==> src/rtl/aes_pkg.sv <==
// Shared AES types and GF(2^8) helpers for the MixColumns datapath.
package aes_pkg;

  typedef enum logic {
    CIPH_FWD = 1'b0,
    CIPH_INV = 1'b1
  } ciph_op_e;

  typedef enum logic [1:0] {
    MC_IDLE,
    MC_BUSY,
    MC_DONE
  } mc_state_e;

  typedef logic [31:0]      aes_col_t;
  typedef logic [3:0][31:0] aes_state_t;

  // Multiply by x modulo x^8 + x^4 + x^3 + x + 1.
  function automatic logic [7:0] aes_xtime(input logic [7:0] a);
    return {a[6:0], 1'b0} ^ (a[7] ? 8'h1b : 8'h00);
  endfunction

  // Constant multipliers up to 15 collapse to a few XORs after synthesis.
  function automatic logic [7:0] aes_gf_mul(input logic [7:0] a, input logic [3:0] b);
    logic [7:0] acc;
    logic [7:0] pow;
    acc = 8'h00;
    pow = a;
    for (int i = 0; i < 4; i++) begin
      if (b[i]) acc = acc ^ pow;
      pow = aes_xtime(pow);
    end
    return acc;
  endfunction

endpackage

==> src/rtl/aes_mix_single_column.sv <==
// One 32-bit column of MixColumns (forward) or InvMixColumns (inverse).
module aes_mix_single_column
  import aes_pkg::*;
(
  input  logic        mode_i,
  input  logic [31:0] data_i,
  output logic [31:0] data_o
);

  logic [3:0][7:0] w_a;
  assign w_a = data_i;

  for (genvar r = 0; r < 4; r++) begin : g_row
    localparam int R1 = (r + 1) % 4;
    localparam int R2 = (r + 2) % 4;
    localparam int R3 = (r + 3) % 4;

    logic [7:0] w_fwd;
    logic [7:0] w_inv;

    assign w_fwd = aes_gf_mul(w_a[r], 4'd2) ^ aes_gf_mul(w_a[R1], 4'd3) ^ w_a[R2] ^ w_a[R3];
    assign w_inv = aes_gf_mul(w_a[r], 4'd14) ^ aes_gf_mul(w_a[R1], 4'd11) ^
                   aes_gf_mul(w_a[R2], 4'd13) ^ aes_gf_mul(w_a[R3], 4'd9);

    assign data_o[8*r +: 8] = (mode_i == CIPH_INV) ? w_inv : w_fwd;
  end

endmodule

==> src/rtl/aes_mix_columns_iter.sv <==
// Iterative MixColumns/InvMixColumns: NumColPar columns per cycle, mixed in place
// in a single 128-bit state register, with valid/ready handshakes on both sides.
module aes_mix_columns_iter
  import aes_pkg::*;
#(
  parameter int NumColPar = 1
) (
  input  logic         clk_i,
  input  logic         rst_ni,
  input  logic         clear_i,
  input  logic         in_valid_i,
  output logic         in_ready_o,
  input  logic         mode_i,
  input  logic [127:0] data_i,
  output logic         out_valid_o,
  input  logic         out_ready_i,
  output logic [127:0] data_o
);

  localparam int         NumIter = 4 / NumColPar;
  localparam logic [1:0] LastCol = 2'(NumIter - 1);

  if (!(NumColPar == 1 || NumColPar == 2 || NumColPar == 4)) begin : g_param_check
    $error("aes_mix_columns_iter: NumColPar must be 1, 2 or 4");
  end

  mc_state_e  r_fsm;
  logic [1:0] r_col;
  aes_state_t r_state;
  ciph_op_e   r_mode;

  logic                        w_accept;
  logic [1:0]                  w_base;
  logic [NumColPar-1:0][1:0]   w_col_idx;
  logic [NumColPar-1:0][31:0]  w_col_out;
  aes_state_t                  w_state_mixed;

  // A waiting result may be consumed and replaced by a new block in the same cycle.
  assign in_ready_o  = (r_fsm == MC_IDLE) | ((r_fsm == MC_DONE) & out_ready_i);
  assign w_accept    = in_valid_i & in_ready_o;
  assign out_valid_o = (r_fsm == MC_DONE);
  assign data_o      = r_state;

  assign w_base = 2'(NumColPar * int'(r_col));

  for (genvar k = 0; k < NumColPar; k++) begin : g_col
    assign w_col_idx[k] = w_base + 2'(k);

    aes_mix_single_column u_mix_col (
      .mode_i (r_mode),
      .data_i (r_state[w_col_idx[k]]),
      .data_o (w_col_out[k])
    );
  end

  always_comb begin
    // NOTE: start from the unmodified state so every path assigns it and no latch is inferred.
    w_state_mixed = r_state;
    for (int k = 0; k < NumColPar; k++) begin
      w_state_mixed[w_col_idx[k]] = w_col_out[k];
    end
  end

  // NOTE: non-blocking assignments so every register samples the pre-edge values.
  always_ff @(posedge clk_i or negedge rst_ni) begin
    if (!rst_ni) begin
      r_fsm   <= MC_IDLE;
      r_col   <= 2'd0;
      r_state <= '0;
      r_mode  <= CIPH_FWD;
    end else if (clear_i) begin
      r_fsm   <= MC_IDLE;
      r_col   <= 2'd0;
      r_state <= '0;
    end else if (w_accept) begin
      r_fsm   <= MC_BUSY;
      r_col   <= 2'd0;
      r_state <= data_i;
      r_mode  <= ciph_op_e'(mode_i);
    end else begin
      case (r_fsm)
        MC_BUSY: begin
          r_state <= w_state_mixed;
          if (r_col == LastCol) begin
            r_col <= 2'd0;
            r_fsm <= MC_DONE;
          end else begin
            r_col <= r_col + 2'd1;
          end
        end
        MC_DONE: begin
          if (out_ready_i) r_fsm <= MC_IDLE;
        end
        default: r_fsm <= r_fsm;
      endcase
    end
  end

endmodule

==> config.mk <==
export PLATFORM = sky130hd
export DESIGN_NAME = aes_mix_columns_iter
export DESIGN_NICKNAME = d
export VERILOG_FILES = /design/src/rtl/aes_pkg.sv /design/src/rtl/aes_mix_single_column.sv /design/src/rtl/aes_mix_columns_iter.sv
export SDC_FILE = /design/constraint.sdc
export NUM_CORES = 1
export LEC_CHECK = 0
export ABC_AREA = 0
export ABC_CLOCK_PERIOD_IN_PS = 6200
export CAP_MARGIN = 10
export CORE_ASPECT_RATIO = 0.75
export CORE_UTILIZATION = 45
export DETAILED_ROUTE_END_ITERATION = 6
export PLACE_DENSITY = 0.73
export SLEW_MARGIN = 15
export SYNTH_ARGS = -nofsm -noshare
export SYNTH_HDL_FRONTEND = slang
export SYNTH_HIERARCHICAL = 1
export SYNTH_SLANG_ARGS = --single-unit
==> constraint.sdc <==
create_clock -name clk_i -period 6.2 [get_ports clk_i]
set_input_delay 1.24 -clock clk_i [delete_from_list [all_inputs] [get_ports clk_i]]
set_output_delay 1.24 -clock clk_i [all_outputs]
set_load 0.01 [all_outputs]
Word-level counts from Yosys, hierarchy flattened --
Cells that the tools add are included.
Operators by class: order comparisons 2, bitwise gates (word level) 68, reduce and logical (&&, ||, !) cells 6, mux-type cells 33, $add $sub $neg 1, equality and inequality tests 5
Operator list (number):
- 8-bit XOR | 63
- 128-bit two-way mux | 3
- 128-bit bitwise mux | 1
- 32-bit binary-select mux with 2-bit select | 1
- 32-bit demux with 2-bit select | 1
- 32-bit two-way mux | 2
- 5-bit two-way mux | 12
- 8-bit two-way mux | 4
- 2-bit two-way mux | 8
- 8-bit by 5-bit XOR with 8-bit output | 1
- 2-bit == test (second input constant) | 2
- 4-bit by 2-bit inequality test with 1-bit output (second input constant) | 1
- 4-bit inequality test (second input constant) | 1
- 2-bit case mux with 2 select lines | 1
- 4-bit nonzero test | 1
- 2-bit by 3-bit less-than comparator with 1-bit output (second input constant) | 1
- 3-bit AND reduction | 1
- 3-bit nonzero test | 1
- 2-bit by 1-bit adder with 2-bit output (second input constant) | 1
- 1-bit bitwise AND | 2
- 2-bit by 1-bit == test with 1-bit output (second input constant) | 1
- 2-bit by 1-bit >= comparator with 1-bit output (second input constant) | 1
- 2-bit zero test | 1
- 2-bit AND reduction | 1
- 3 further kinds | 3
Word-level totals: bits in registers 133, input port bits 134, output and inout bits 130

Logic depth before layout (Yosys ltp) --
word-level depth 17, depth in mapped cells 12, gate-level depth less buffers 9

Cells and area by module --
The synthesis kept the hierarchy.
By module, submodules not included:
- aes_mix_columns_iter | area each 8464.4 µm², seq. area each 3328.2 µm², times used 1, cells each 807
- aes_mix_single_column | area each 2831.5 µm², seq. area each 0.0 µm², times used 1, cells each 302

Least setup slack after synthesis --
Ideal clock, no wire load.
path type register -> register, from register r_col[0], to register r_state, in the netlist data_o[115], path buffers 3, slack 2.584 ns, stages on the path, launching flop included 13, library setup time 0.096 ns, period minus slack after synthesis 3.616 ns, required time 6.104 ns, data arrival time 3.520 ns, path through dfrtp_1 -> buf_2 -> buf_4 -> mux4_2 -> buf_6 -> xor2_4 -> xnor2_2 -> xnor3_2 -> xnor3_1 -> a21oi_2 -> xor2_1 -> nand2_1 -> a311oi_2
RTL lines:
- start, declared | RTL line aes_mix_columns_iter.sv:28 | logic [1:0] r_col;
- start signal, assigned | RTL line aes_mix_columns_iter.sv:88 | r_col <= r_col + 2'd1;
- end signal, assigned | RTL line aes_mix_columns_iter.sv:78 | r_state <= data_i;
- end signal, assigned | RTL line aes_mix_columns_iter.sv:83 | r_state <= w_state_mixed;
- end, declared | RTL line aes_mix_columns_iter.sv:29 | aes_state_t r_state;

==> flow_summary.ini <==
[route]
routed_via_density = 6.05
vias = 9864
antenna_left = 0
wl_per_cell_um = 25.7
drt_wl_total_mm = 41.9
drt_iter0_drc = 1114
drc_errors = 0
dr.pass1.iters = 5

[critical_path]
r2r-end = data_o[51]
path_max_fanout = 18
crit_family = XOR/XNOR gates
end_kind = flip-flop
reg2reg_from = r_col[0]
crit_path_cell_trace = buf_4 > mux4_2 > xor2_4 > xnor2_2 > xnor3_2 > xnor3_1 > a21oi_2 > xor2_1 > nand2_1 > a311oi_2
path_buf_inv = 1
required_ps = 6530
reg2regPathDepth = 10
max_stage_delay_ps = 760
r2r_slack_ps = 1690
cp-start-kind = flip-flop
cp.arrival_ps = 4840
crit_type = flip-flop to flip-flop
cp_slowest_cell = mux4_2
crit_start = r_col[0]

[floorplanning]
rows = 49
die_w_um = 185
ios = 264
die_area_sq_um = 25700
fp.dieH_um = 139
start_util_pct = 46.5
fp.coreArea_sq_um = 24300

[min_path]
hp-start = data_o[54]
min_to = data_o[54]
hp-class = flip-flop to flip-flop
whs_path_depth = 2

[synthesis]
synth-simple-area-share_pct = 16.5
synthArstFlopShare_pct = 100
synth_top_family_by_area = XOR/XNOR gates
synthesis.instances = 1109
syn_area_sq_um = 11300
synthFlopType = dfrtp_1
synth_adder_area_share_pct = 0.443
yosysWarnings = 6
syn_nets = 1247
synth_xor_area_share_pct = 21.9
synth_edf_count = 0
synth-seq-area-share_pct = 29.5
synth_mux_area_share_pct = 7.63
syn_avg_cell_area_sq_um = 10.2
synth_compound_area_share_pct = 17.5
ys_ff_latch = 133
synth_cell_types = 37

[clock_tree]
cts_resized = 0
cts_setup_buffers = 0
clockBufferDepth = 2
cts_made_buffers = 17
cts_tree = done
holdBufCountCts = 0
cts_sinks = 133
insertion_delay_ps = 440
root_buffer = clkbuf_16
cts_max_level = 4
path_clk_slew_ps = 70

[outcome]
status = finished, final reports clean

[grt]
antenna_found_initial = 1
grt_pass1_wl_mm = 63.1
grt_start_max_net_pins = 122
grt_pass1_vias = 9860
global_route.overflow_total = 0
grt.total_usage_pct = 33.2

[sta]
tightest_slew_ps = 1090
fin_crit_ps = 4510
setup_viol = 0
fin_tns_setup_ps = 0
skew_ps = 16.4
timing.fmax_mhz = 222
fin_crit_sh_pct = 72.7
hold_viol = 0
relSlewSlack_pct = 27.4
rsz0062_at_grt = false
final-max-slew-violation-count = 0

[placement]
dpl-instance-area_sq_um = 13800
place_congestion = 0.996
place_inst = 1598
io_buffer_count = 263
dp_hpwl_mm = 29.6

[cells_and_area]
fin_cells = 1630
drive_above_1_share_pct = 19.8
n_fill_cell = 2077
final_area_sq_um = 14400
syn_to_final_growth_pct = 27.4
diodes = 0
nNetsFinal = 1424
final_core_util_pct = 59.3

[power]
ir_drop_mv = 0.442
p_total_w = 0.00958
p_leak_nw = 5.21
powerDensity_nw_per_um2 = 666

[run]
drv_cap = 0
synthesized netlist by cell type (2+ instances only):
cell      instances  share of area [%]
inv_1             2              0.066
a311oi_2        125                 17
xnor2_1         157                 12
nand3b_1          4               0.27
nand2_1         246                8.2
nor2b_1           2               0.11
xor2_1           50                3.9
and3b_1           3               0.23
a311oi_1          3               0.23
nor3_1          132                5.8
nand2_2          21                1.2
mux4_2           32                6.4
nand2b_1          2               0.11
xor2_4            2               0.49
clkbuf_1         27               0.90
a21oi_1           7               0.31
buf_12            3               0.53
xnor3_1          12                2.4
xor3_2            2               0.44
ha_1              4               0.44
xor2_2            4               0.58
o21ai_1           4               0.18
dfrtp_1         133                 29
buf_4            21                1.4
buf_6            11                1.1
xnor3_2           2               0.42
xnor2_2           9                1.3
buf_2            60                2.7
nor2_1            9               0.30
mux2i_1          13                1.2
layout make-up:
cell class                 instances  area (sq um)  area share [%]
multi-input combinational        852          7230            50.2
sequential                       133          3330            23.1
timing repair buffer             280          2800            19.5
clock buffer                      17           425            2.95
tap                              331           414            2.88
clock inverter                    15           185            1.29
inverter                           2          7.51          0.0521
stage by stage:
stage / worst slack [ps] / hold WS [ps]
4_1_cts: 1680 / 586
3_3_place_gp: 1780 / 579
2_1_floorplan: 2580 / 499
6_report: 1690 / 581
3_5_place_dp: 1720 / 573
5_1_grt: 1440 / 624
power breakdown:
part	internal, W	total, W	switching [W]
Clock	0.000612	0.00109	0.000477
Combinational	0.00310	0.00730	0.00420
Sequential	0.00100	0.00120	0.000190
Total	0.00471	0.00958	0.00487
state kept, by name, summed over array words and instances (netlist names):
signal	cells
r_fsm	2
r_mode	1
r_col	2
data_o	128
worst min-delay path, delay by kind of cell, from the launching register on:
family,cells,cell delay [ps]
simple gates,1,70
flops,1,400
compound gates,1,70
cell usage in the layout (no fill, tap or decap), types with 3 or more instances in the layout:
| cell type | n |
|---|---|
| clkbuf_16 | 17 |
| ha_1 | 4 |
| xnor2_2 | 9 |
| nor2_1 | 9 |
| a311oi_1 | 3 |
| inv_8 | 4 |
| xor2_1 | 50 |
| buf_12 | 3 |
| clkdlybuf4s50_1 | 261 |
| xor2_2 | 4 |
| mux4_2 | 32 |
| a311oi_2 | 125 |
| dfrtp_1 | 131 |
| o21ai_1 | 4 |
| a21oi_1 | 7 |
| xnor2_1 | 157 |
| nand2_2 | 21 |
| xnor3_1 | 12 |
| nand2_1 | 246 |
| buf_4 | 14 |
| mux2i_1 | 13 |
| inv_6 | 4 |
| nor3_1 | 132 |
| nand3b_1 | 4 |
layer usage:
metal | global-route usage (%) | wire length, um
met3 | 10.3 | 4650
met1 | 48.3 | 18000
met4 | 10.0 | 1020
met5 | 0 | 0
met2 | 46.7 | 18200
logic make-up (layout without fill, tap and decap cells):
family | count (synthesis) | count (layout)
and+or+nand+nor | 422 | 422
adders and majority gates | 4 | 4
DFF | 133 | 133
AOI/OAI and AO/OA | 141 | 141
buffers and inverters | 124 | 314
muxes | 46 | 46
xor gates and xnor gates | 239 | 239
worst max path at each step:
stage	depth (start not counted)	end
after floorplan	12	data_o[115]
after global placement	10	data_o[51]
after detailed placement	10	data_o[51]
after CTS	10	data_o[51]
after global routing	10	data_o[19]
final	10	data_o[51]
Note: power is estimated with default switching activity, not from simulation.
